### src/rtl/mem_pkg.sv
// Shared definitions for the unified-memory arbiter: FSM state and grant encodings.
package mem_pkg;

  typedef enum logic [2:0] {
    IDLE  = 3'd0,
    DACC  = 3'd1,
    FACC  = 3'd2,
    DRESP = 3'd3,
    FRESP = 3'd4
  } state_e;

  typedef enum logic {
    GNT_DM = 1'b0,
    GNT_IF = 1'b1
  } gnt_e;

  localparam int unsigned MEM_LAT_DEF = 4;

endpackage

### src/rtl/mem_arbiter.sv
// Arbitrates one fixed-latency single-ported memory between fetch and data
// requesters; data has priority with a one-access anti-starvation override.
module mem_arbiter
  import mem_pkg::*;
#(
  parameter int unsigned MEM_LAT = MEM_LAT_DEF,
  parameter int unsigned ADDR_W  = 16,
  parameter int unsigned DATA_W  = 16
) (
  input  logic              clk,
  input  logic              rst_n,
  input  logic              if_re,
  input  logic [ADDR_W-1:0] if_addr,
  output logic              if_rdy,
  output logic [DATA_W-1:0] if_data,
  input  logic              dm_re,
  input  logic              dm_we,
  input  logic [ADDR_W-1:0] dm_addr,
  input  logic [DATA_W-1:0] dm_wdata,
  output logic              dm_rdy,
  output logic [DATA_W-1:0] dm_rdata,
  output logic              mem_en,
  output logic              mem_we,
  output logic [ADDR_W-1:0] mem_addr,
  output logic [DATA_W-1:0] mem_wdata,
  input  logic [DATA_W-1:0] mem_rdata,
  output logic              busy
);

  localparam int unsigned    CW       = $clog2(MEM_LAT + 1);
  localparam logic [CW-1:0]  CNT_LOAD = CW'(MEM_LAT - 1);

  state_e            state_q, state_d;
  logic [CW-1:0]     cnt_q, cnt_d;
  logic              starve_q, starve_d;
  logic              mem_en_q, mem_en_d;
  logic              mem_we_q, mem_we_d;
  logic [ADDR_W-1:0] mem_addr_q, mem_addr_d;
  logic [DATA_W-1:0] mem_wdata_q, mem_wdata_d;
  logic              if_rdy_q, if_rdy_d;
  logic              dm_rdy_q, dm_rdy_d;
  logic [DATA_W-1:0] if_data_q, if_data_d;
  logic [DATA_W-1:0] dm_rdata_q, dm_rdata_d;
  logic              dmreq;
  logic              gnt_v;
  gnt_e              gnt;

  always_ff @(posedge clk or negedge rst_n) begin
    if (!rst_n) begin
      state_q     <= IDLE;
      cnt_q       <= '0;
      starve_q    <= 1'b0;
      mem_en_q    <= 1'b0;
      mem_we_q    <= 1'b0;
      mem_addr_q  <= '0;
      mem_wdata_q <= '0;
      if_rdy_q    <= 1'b0;
      dm_rdy_q    <= 1'b0;
      if_data_q   <= '0;
      dm_rdata_q  <= '0;
    end else begin
      state_q     <= state_d;
      cnt_q       <= cnt_d;
      starve_q    <= starve_d;
      mem_en_q    <= mem_en_d;
      mem_we_q    <= mem_we_d;
      mem_addr_q  <= mem_addr_d;
      mem_wdata_q <= mem_wdata_d;
      if_rdy_q    <= if_rdy_d;
      dm_rdy_q    <= dm_rdy_d;
      if_data_q   <= if_data_d;
      dm_rdata_q  <= dm_rdata_d;
    end
  end

  always_comb begin
    state_d     = state_q;
    cnt_d       = cnt_q;
    starve_d    = starve_q;
    mem_en_d    = mem_en_q;
    mem_we_d    = mem_we_q;
    mem_addr_d  = mem_addr_q;
    mem_wdata_d = mem_wdata_q;
    if_rdy_d    = 1'b0;
    dm_rdy_d    = 1'b0;
    if_data_d   = if_data_q;
    dm_rdata_d  = dm_rdata_q;
    dmreq       = dm_re | dm_we;
    gnt_v       = 1'b0;
    gnt         = GNT_DM;

    unique case (state_q)
      IDLE: begin
        if (dmreq && !(if_re && starve_q)) begin
          gnt_v = 1'b1;
          gnt   = GNT_DM;
        end else if (if_re) begin
          gnt_v = 1'b1;
          gnt   = GNT_IF;
        end
        if (gnt_v) begin
          mem_en_d    = 1'b1;
          mem_wdata_d = dm_wdata;
          cnt_d       = CNT_LOAD;
          if (gnt == GNT_DM) begin
            state_d    = DACC;
            mem_addr_d = dm_addr;
            mem_we_d   = dm_we;
            starve_d   = if_re;
          end else begin
            state_d    = FACC;
            mem_addr_d = if_addr;
            mem_we_d   = 1'b0;
            starve_d   = 1'b0;
          end
        end
      end
      DACC, FACC: begin
        if (cnt_q == '0) begin
          mem_en_d = 1'b0;
          mem_we_d = 1'b0;
          // mem_we_q still reflects the access here, so writes leave dm_rdata alone
          if (state_q == DACC) begin
            dm_rdy_d = 1'b1;
            if (!mem_we_q) dm_rdata_d = mem_rdata;
            state_d = DRESP;
          end else begin
            if_rdy_d  = 1'b1;
            if_data_d = mem_rdata;
            state_d   = FRESP;
          end
        end else begin
          cnt_d = cnt_q - CW'(1);
        end
      end
      DRESP, FRESP: state_d = IDLE;
      default:      state_d = IDLE;
    endcase
  end

  assign if_rdy    = if_rdy_q;
  assign if_data   = if_data_q;
  assign dm_rdy    = dm_rdy_q;
  assign dm_rdata  = dm_rdata_q;
  assign mem_en    = mem_en_q;
  assign mem_we    = mem_we_q;
  assign mem_addr  = mem_addr_q;
  assign mem_wdata = mem_wdata_q;
  assign busy      = (state_q != IDLE);

endmodule

### config.mk
export PLATFORM = sky130hd
export DESIGN_NAME = mem_arbiter
export DESIGN_NICKNAME = d
export VERILOG_FILES = /design/src/rtl/mem_pkg.sv /design/src/rtl/mem_arbiter.sv
export SDC_FILE = /design/constraint.sdc
export NUM_CORES = 1
export LEC_CHECK = 0
export ABC_AREA = 1
export CORE_ASPECT_RATIO = 2
export CORE_MARGIN = 4
export CORE_UTILIZATION = 25
export DETAILED_ROUTE_END_ITERATION = 12
export PLACE_DENSITY = 0.62
export SLEW_MARGIN = 10
export SYNTH_ARGS = -nofsm -noshare
export SYNTH_HDL_FRONTEND = slang
export SYNTH_SLANG_ARGS = --single-unit
export TNS_END_PERCENT = 20
### constraint.sdc
create_clock -name clk -period 1.92 [get_ports clk]
set_input_delay 0.384 -clock clk [delete_from_list [all_inputs] [get_ports clk]]
set_output_delay 0.384 -clock clk [all_outputs]
set_load 0.01 [all_outputs]
==> run metrics, run 1 <==
pwr dens 1680 mW/mm^2; global-route wire length before repair 15.8 mm; GRT Overall Usage 0.128; maxcap violations 0; # DRC 0; met2 Usage GRT 0.248; grt peak-use layer met2; clk_skew 0.00568 ns; synthesis-to-finish area growth 55.4%; Lkg Pwr 0.00254 uW; post-route clock period utilization 0.903; Ports 138; cells along the critical path nor2_4, nand2_2, dlygate4sd2_1; WP data arrival 1.35 ns; CORE AREA 0.0131 mm^2; CTS clock-pin slew for the worst setup and hold paths 0.06 ns; synthesized cell area 0.00334 mm^2; RSZ-0062 raised after global routing no; HP Start mem_en; Setup crit end kind primary output; Hold Slack 0.469 ns; CTS tree built; slowest library cell on the worst path dfrtp_1; CP startpoint kind flip-flop; FF+latch count, synth 75; ant diodes 0; Worst Tran Pin Value 0.413 ns; syn_nets 449; area post-placement 0.00487 mm^2; WL final 9.51 mm; CP delay by family, top flip-flops; Clock Root Buffer clkbuf_16; Synth cell types 24; Inst Count DP 660; R2R Setup Slk 0.39 ns; drt wl/cell 14.1 um; Hold Path Class flip-flop to flip-flop; reg-to-reg endpoint if_data[10]; initial core utilization 0.256; Synth Area per Inst 8.84 um^2; WP data required 1.54 ns; fmax 577 MHz; die area 0.0154 mm^2; Die Ht 171 um; relative slew slack 0.725; Final HPWL DP 7.43 mm; largest net degree at the start of global routing 47; Final Cell Area 0.00519 mm^2; R2R Path Start state_q[1]; cell count after synthesis 378; routability cong. 0.749; yosys warns 0; hold path depth 2; gr ovfl total 0; crit-path max FO 4; vias after detailed routing 2928; Global Route met1 Usage 0.127; CP max stage delay 0.43 ns; WHS Endpoint mem_en; final net count 591; status complete, no violations; # rows 59; Final Core Density 0.397; Cell Count, Final, Fillers Out 677; drt pass-1 iters 4; vias in the first global route 3135; worst-case clock buffer depth 2; IO Port Bufs 137; initial antenna violation count 0; Setup Total Neg Slack 0 ns; vias per inst 4.32; fill cell count 1305; H-tree levels 3; postcts setup bufs 0; Fin. Hold Viols 0; CTS sink cnt 75; CTS Buf Count 9; Clock Latency Late Sink 0.33 ns; crit path time final 1.73 ns; register area share after synthesis 0.562; Setup CP Type flip-flop to primary output; Reg2Reg Depth 7; # setup viols final 0; layout cells sized above 1 0.112; Post-DRT Antenna Nets 0; Slew Viols, Final 0; WP buf/inv 1; met3 Track Usage GR 0.0333; VDD IR-drop max 0.661 mV; Die W 89.7 um; drt initial violations 89
-- worst max path at each step --
| stage | end | cells past startpoint | from | slack, ns |
|---|---|---|---|---|
| after global placement | state_q[0] | 7 | if_re | 0.15 |
| after detailed placement | mem_addr[13] | 7 | if_re | 0.11 |
| after floorplan | dm_rdata[10] | 9 | cnt_q[0] | 0.49 |
| after global routing | busy | 3 | state_q[1] | 0.13 |
| final | busy | 3 | state_q[1] | 0.19 |
| after CTS | busy | 3 | state_q[1] | 0.15 |
-- synthesized netlist by cell type, drive strengths merged --
cell    number  area (um^2)
o31ai        1         7.51
a21oi        2         10.0
clkbuf       1         3.75
nand3       20          118
ha           2         25.0
nand2      189          752
o21ai       38          262
dfrtp       75         1880
nor2         4         30.0
nand4        1         6.26
buf         15          135
inv         30          115
-- cells by family (layout without fill, tap and decap cells) --
family	Yosys count	in the layout	share of synthesized area
simple gates	214	214	0.271
fa+ha+maj	2	2	0.00749
flops	75	75	0.562
compound gates	41	41	0.0835
buf+inv	46	193	0.0760
-- routing by layer --
layer,wire length (um),up-vias
met3,544,14
met2,5380,96
met5,0,-
li1,-,1458
met4,193,0
met1,3400,1360
-- timing repair --
item,CTS,global route
endpoints found under the hold margin,28,0
resized for setup,1,0
hold buffers,1,0
endpoints found under the setup margin,1,0
-- per-stage QoR --
stage	setup slack, ns	total power [uW]
global route	0.128	9420
detailed placement	0.112	7030
floorplan	0.492	4950
finish	0.186	8710
CTS	0.150	8910
global placement	0.149	6910
-- final cells by class --
class                   count  area, um^2  share of cell area
multi-input cells         257        1210               0.233
clock buffers              10         229              0.0441
inverters                  30         115              0.0222
well taps                 152         190              0.0366
flip-flops and latches     75        1880               0.361
clock inverters             6        88.8              0.0171
repair buffers            147        1480               0.286
-- worst register-to-register path: stages (launching register included) --
cell     delay [ns]
dfrtp_1        0.43
nor2_4         0.18
nand2_4        0.11
nand2_4        0.12
nand3_4        0.18
buf_12         0.24
nand2_1        0.09
o21ai_2        0.05
-- cells in the final DEF (no fill, tap or decap), drive strengths merged, types with 4 or more instances in the layout --
master / count
nand3: 20
nor2: 4
dfrtp: 75
buf: 10
o21ai: 38
clkbuf: 10
nand2: 189
clkdlybuf4s50: 135
inv: 31
-- flip-flops by register name (all words and copies together) (netlist names) --
register,cells
if_rdy,1
dm_rdata,16
mem_addr,16
dm_rdy,1
mem_wdata,16
mem_en,1
if_data,16
mem_we,1
starve_q,1
state_q,3
cnt_q,3
-- power breakdown --
group | switching, uW | total, uW | internal (uW)
Sequential | 448 | 2810 | 2360
Clock | 658 | 1800 | 1140
Combinational | 2060 | 4110 | 2040
Total | 3170 | 8710 | 5540
Power figures use the tool's default switching activity.
==> inputs of run 2 (changes only) <==
--- a/config.mk
+++ b/config.mk
@@ -6,6 +6,7 @@
 export NUM_CORES = 1
 export LEC_CHECK = 0
 export ABC_AREA = 1
+export CAP_MARGIN = 20
 export CORE_ASPECT_RATIO = 2
 export CORE_MARGIN = 4
 export CORE_UTILIZATION = 25
==> results of run 2 <==
Final layout, timing and power as in run 1 (identical DEF).
==> inputs of run 3 (changes only) <==
--- a/config.mk
+++ b/config.mk
@@ -5,7 +5,6 @@
 export SDC_FILE = /design/constraint.sdc
 export NUM_CORES = 1
 export LEC_CHECK = 0
-export ABC_AREA = 1
 export CAP_MARGIN = 20
 export CORE_ASPECT_RATIO = 2
 export CORE_MARGIN = 4
==> run metrics, run 3 <==
largest area contributor in the netlist dfrtp_1; dominant synthesized flop cell dfrtp_1; # rows 58 (-1.7%); CTS sink cnt 75 (unchanged); maxcap violations 0 (unchanged); CTS tree built; Ports 138 (unchanged); status complete, but fails checks; yosys warns 0 (unchanged); setup ws final 0.0937 ns (-0.0921 ns); FF+latch count, synth 75 (unchanged); drt wl/cell 16.2 um (+15%); layout cells sized above 1 0.236 (+0.124); largest net degree at the start of global routing 35 (-26%); Reg2Reg Depth 7 (unchanged); top cells by area, synth dfrtp_1 (59%), mux2_2 (13%), mux2_4 (5.7%); ant diodes 0 (unchanged); top-count cell post-synth dfrtp_1; Fin. Hold Viols 1 (+1); Setup CP Type flip-flop to flip-flop; CTS clock-pin slew for the worst setup and hold paths 0.06 ns (about the same); area post-placement 0.00480 mm^2 (-1.4%); gr ovfl total 0 (unchanged); M1 WL 3.04 mm (-10%); CP delay by family, top simple AND/OR/NAND/NOR gates; Hold Slack -0.00804 ns (-0.477 ns); cell count after synthesis 242 (-36%); pwr dens 1610 mW/mm^2 (-4.3%); synthesized cell area 0.00318 mm^2 (-4.8%); cells along the critical path inv_2, ha_4, ha_4, and4bb_2, nor2b_4, clkbuf_16, mux2_2; Clock Root Buffer clkbuf_16; WL final 8.88 mm (-6.6%); routability cong. 0.724 (-3.3%); DR top layer met4; Die W 87.7 um (-2.2%); vias per inst 4.61 (+6.7%); fmax 548 MHz (-5.0%); # DRC 0 (unchanged); worst-case clock buffer depth 2 (unchanged); fill cell count 1234 (-5.4%); WP buf/inv 2 (+1); Die Ht 167 um (-2.3%); Synth cell types 35 (+46%); Post-DRT Antenna Nets 0 (unchanged); crit path time final 1.83 ns (+0.0921 ns); Async SR Flop Fraction 1.00 (unchanged); die area 0.0147 mm^2 (-4.5%); IO Port Bufs 137 (unchanged); Slew Viols, Final 0 (unchanged); global-route wire length before repair 14.1 mm (-10%); Final HPWL DP 6.82 mm (-8.2%); Clock Latency Late Sink 0.33 ns (about the same); met3 routed WL 625 um (+15%); H-tree levels 3 (unchanged); RSZ-0062 raised after global routing no; relative slew slack 0.693 (-0.0319); Worst Tran Pin Value 0.461 ns (+0.0479 ns); failing checks hold timing; Commonest cells post-synth dfrtp_1 (75), mux2_2 (36), nand3_1 (17); GRT Overall Usage 0.125 (-0.00242); CTS Buf Count 9 (unchanged); WP data required 2.13 ns (+0.59 ns); synthesis-to-finish area growth 61.9%; post-route clock period utilization 0.951 (+0.0480); R2R Path Start cnt_q[0]; initial antenna violation count 0 (unchanged); CP startpoint kind flip-flop; VDD IR-drop max 0.908 mV (+37%); WP data arrival 2.03 ns (+0.68 ns); most frequent cell on the critical path ha_4; initial core utilization 0.253 (-0.00243); drt initial violations 59 (-34%); clk_skew 0.00809 ns (+0.00241 ns); CP max stage delay 0.39 ns (-0.04 ns); CORE AREA 0.0126 mm^2 (-3.9%); vias after detailed routing 2529 (-14%); Hold Path Class primary input to asynchronous set/reset pin; reg-to-reg endpoint dm_rdata[14]; slowest library cell on the worst path dfrtp_1; WL met2 5.07 mm (-5.7%); Cell Count, Final, Fillers Out 548 (-19%); final net count 464 (-21%); commonest non-fill, non-tap cell in the layout clkdlybuf4s50_1; Inst Count DP 529 (-20%); crit-path max FO 8 (+4); Post-synth EDFFs 0 (unchanged); register area share after synthesis 0.590 (+0.0285); drt pass-1 iters 5 (+1); # setup viols final 0 (unchanged); Synth Area per Inst 13.1 um^2 (+49%); commonest non-fill, non-tap cells in the layout clkdlybuf4s50_1 (135), dfrtp_1 (75), mux2_2 (36); Final Cell Area 0.00515 mm^2 (-0.89%); Lkg Pwr 0.00212 uW (-17%); Yosys top cell area share 0.590 (+0.0285); Setup Total Neg Slack 0 ns (unchanged); Post-Place Setup Slack -0.0925 ns (-0.205 ns); R2R Setup Slk 0.09 ns (-0.30 ns); Setup crit end kind flip-flop; vias in the first global route 2758 (-12%); syn_nets 313 (-30%)
run 3: cell count changes in the layout (fill, tap and decap cells not counted), sizes merged, moves of 3 or more:
cell	before	now
a21oi	2	16
a31oi	0	16
buf	10	21
inv	31	6
mux2	0	49
nand2	189	2
nand3	20	17
nor3	0	3
o21ai	38	16
run 3: stage by stage:
stage               power (uW)   util
CTS                       8340  0.405
global placement          6610  0.382
floorplan                 4670      -
detailed placement        6730  0.382
global route              8860  0.410
finish                    8270  0.410
run 3: routing by layer:
layer,vias to the layer above,track usage
li1,1185,-
met1,1231,0.126
met2,104,0.235
met3,9,0.0379
met4,0,0.0421
met5,-,0
run 3: logic make-up after synthesis:
group           count (synthesis)  synth area share
compound gates                 60             0.114
flops                          75             0.590
mux                            49             0.188
xor+xnor                        1           0.00276
fa+ha+maj                       2           0.00787
buf+inv                        23            0.0405
simple gates                   32            0.0571
run 3: cell type report:
cell class	count	area [um^2]	share of cell area
clock buffers	11	233	0.0452
clock inverters	5	38.8	0.00754
inverters	5	18.8	0.00365
multi-input cells	144	1220	0.238
flip-flops and latches	75	1880	0.365
well taps	150	188	0.0365
repair buffers	158	1570	0.305
run 3: how the worst max path moves through the flow:
| stage | slack [ns] | cells past startpoint | end | startpoint |
|---|---|---|---|---|
| after detailed placement | -0.09 | 5 | mem_en | if_re |
| after global placement | -0.07 | 5 | mem_en | if_re |
| after floorplan | 0.05 | 8 | dm_rdata[10] | cnt_q[0] |
| final | 0.09 | 7 | dm_rdata[14] | cnt_q[0] |
| after CTS | 0.009 | 7 | dm_rdata[6] | cnt_q[0] |
| after global routing | 0.008 | 7 | dm_rdata[14] | cnt_q[0] |
run 3: report_power, final:
| group | switching [uW] | internal, uW |
|---|---|---|
| logic | 1560 | 2380 |
| clock network | 645 | 882 |
| registers | 440 | 2350 |
| total | 2650 | 5620 |
run 3: worst reg2reg max path, cell delays in order (launching register included):
cell and delay (ns):
dfrtp_1 0.39, inv_2 0.08, ha_4 0.13, ha_4 0.14
and4bb_2 0.23, nor2b_4 0.22, clkbuf_16 0.19, mux2_2 0.33
run 3: repair_timing:
action                                  in CTS  in global routing
buffers inserted                             1                  1
pin swaps                                    1                  1
gates resized for setup                      4                  6
hold buffers                                 0                  0
endpoints found under the setup margin      17                 24
gates cloned                                 0                  1
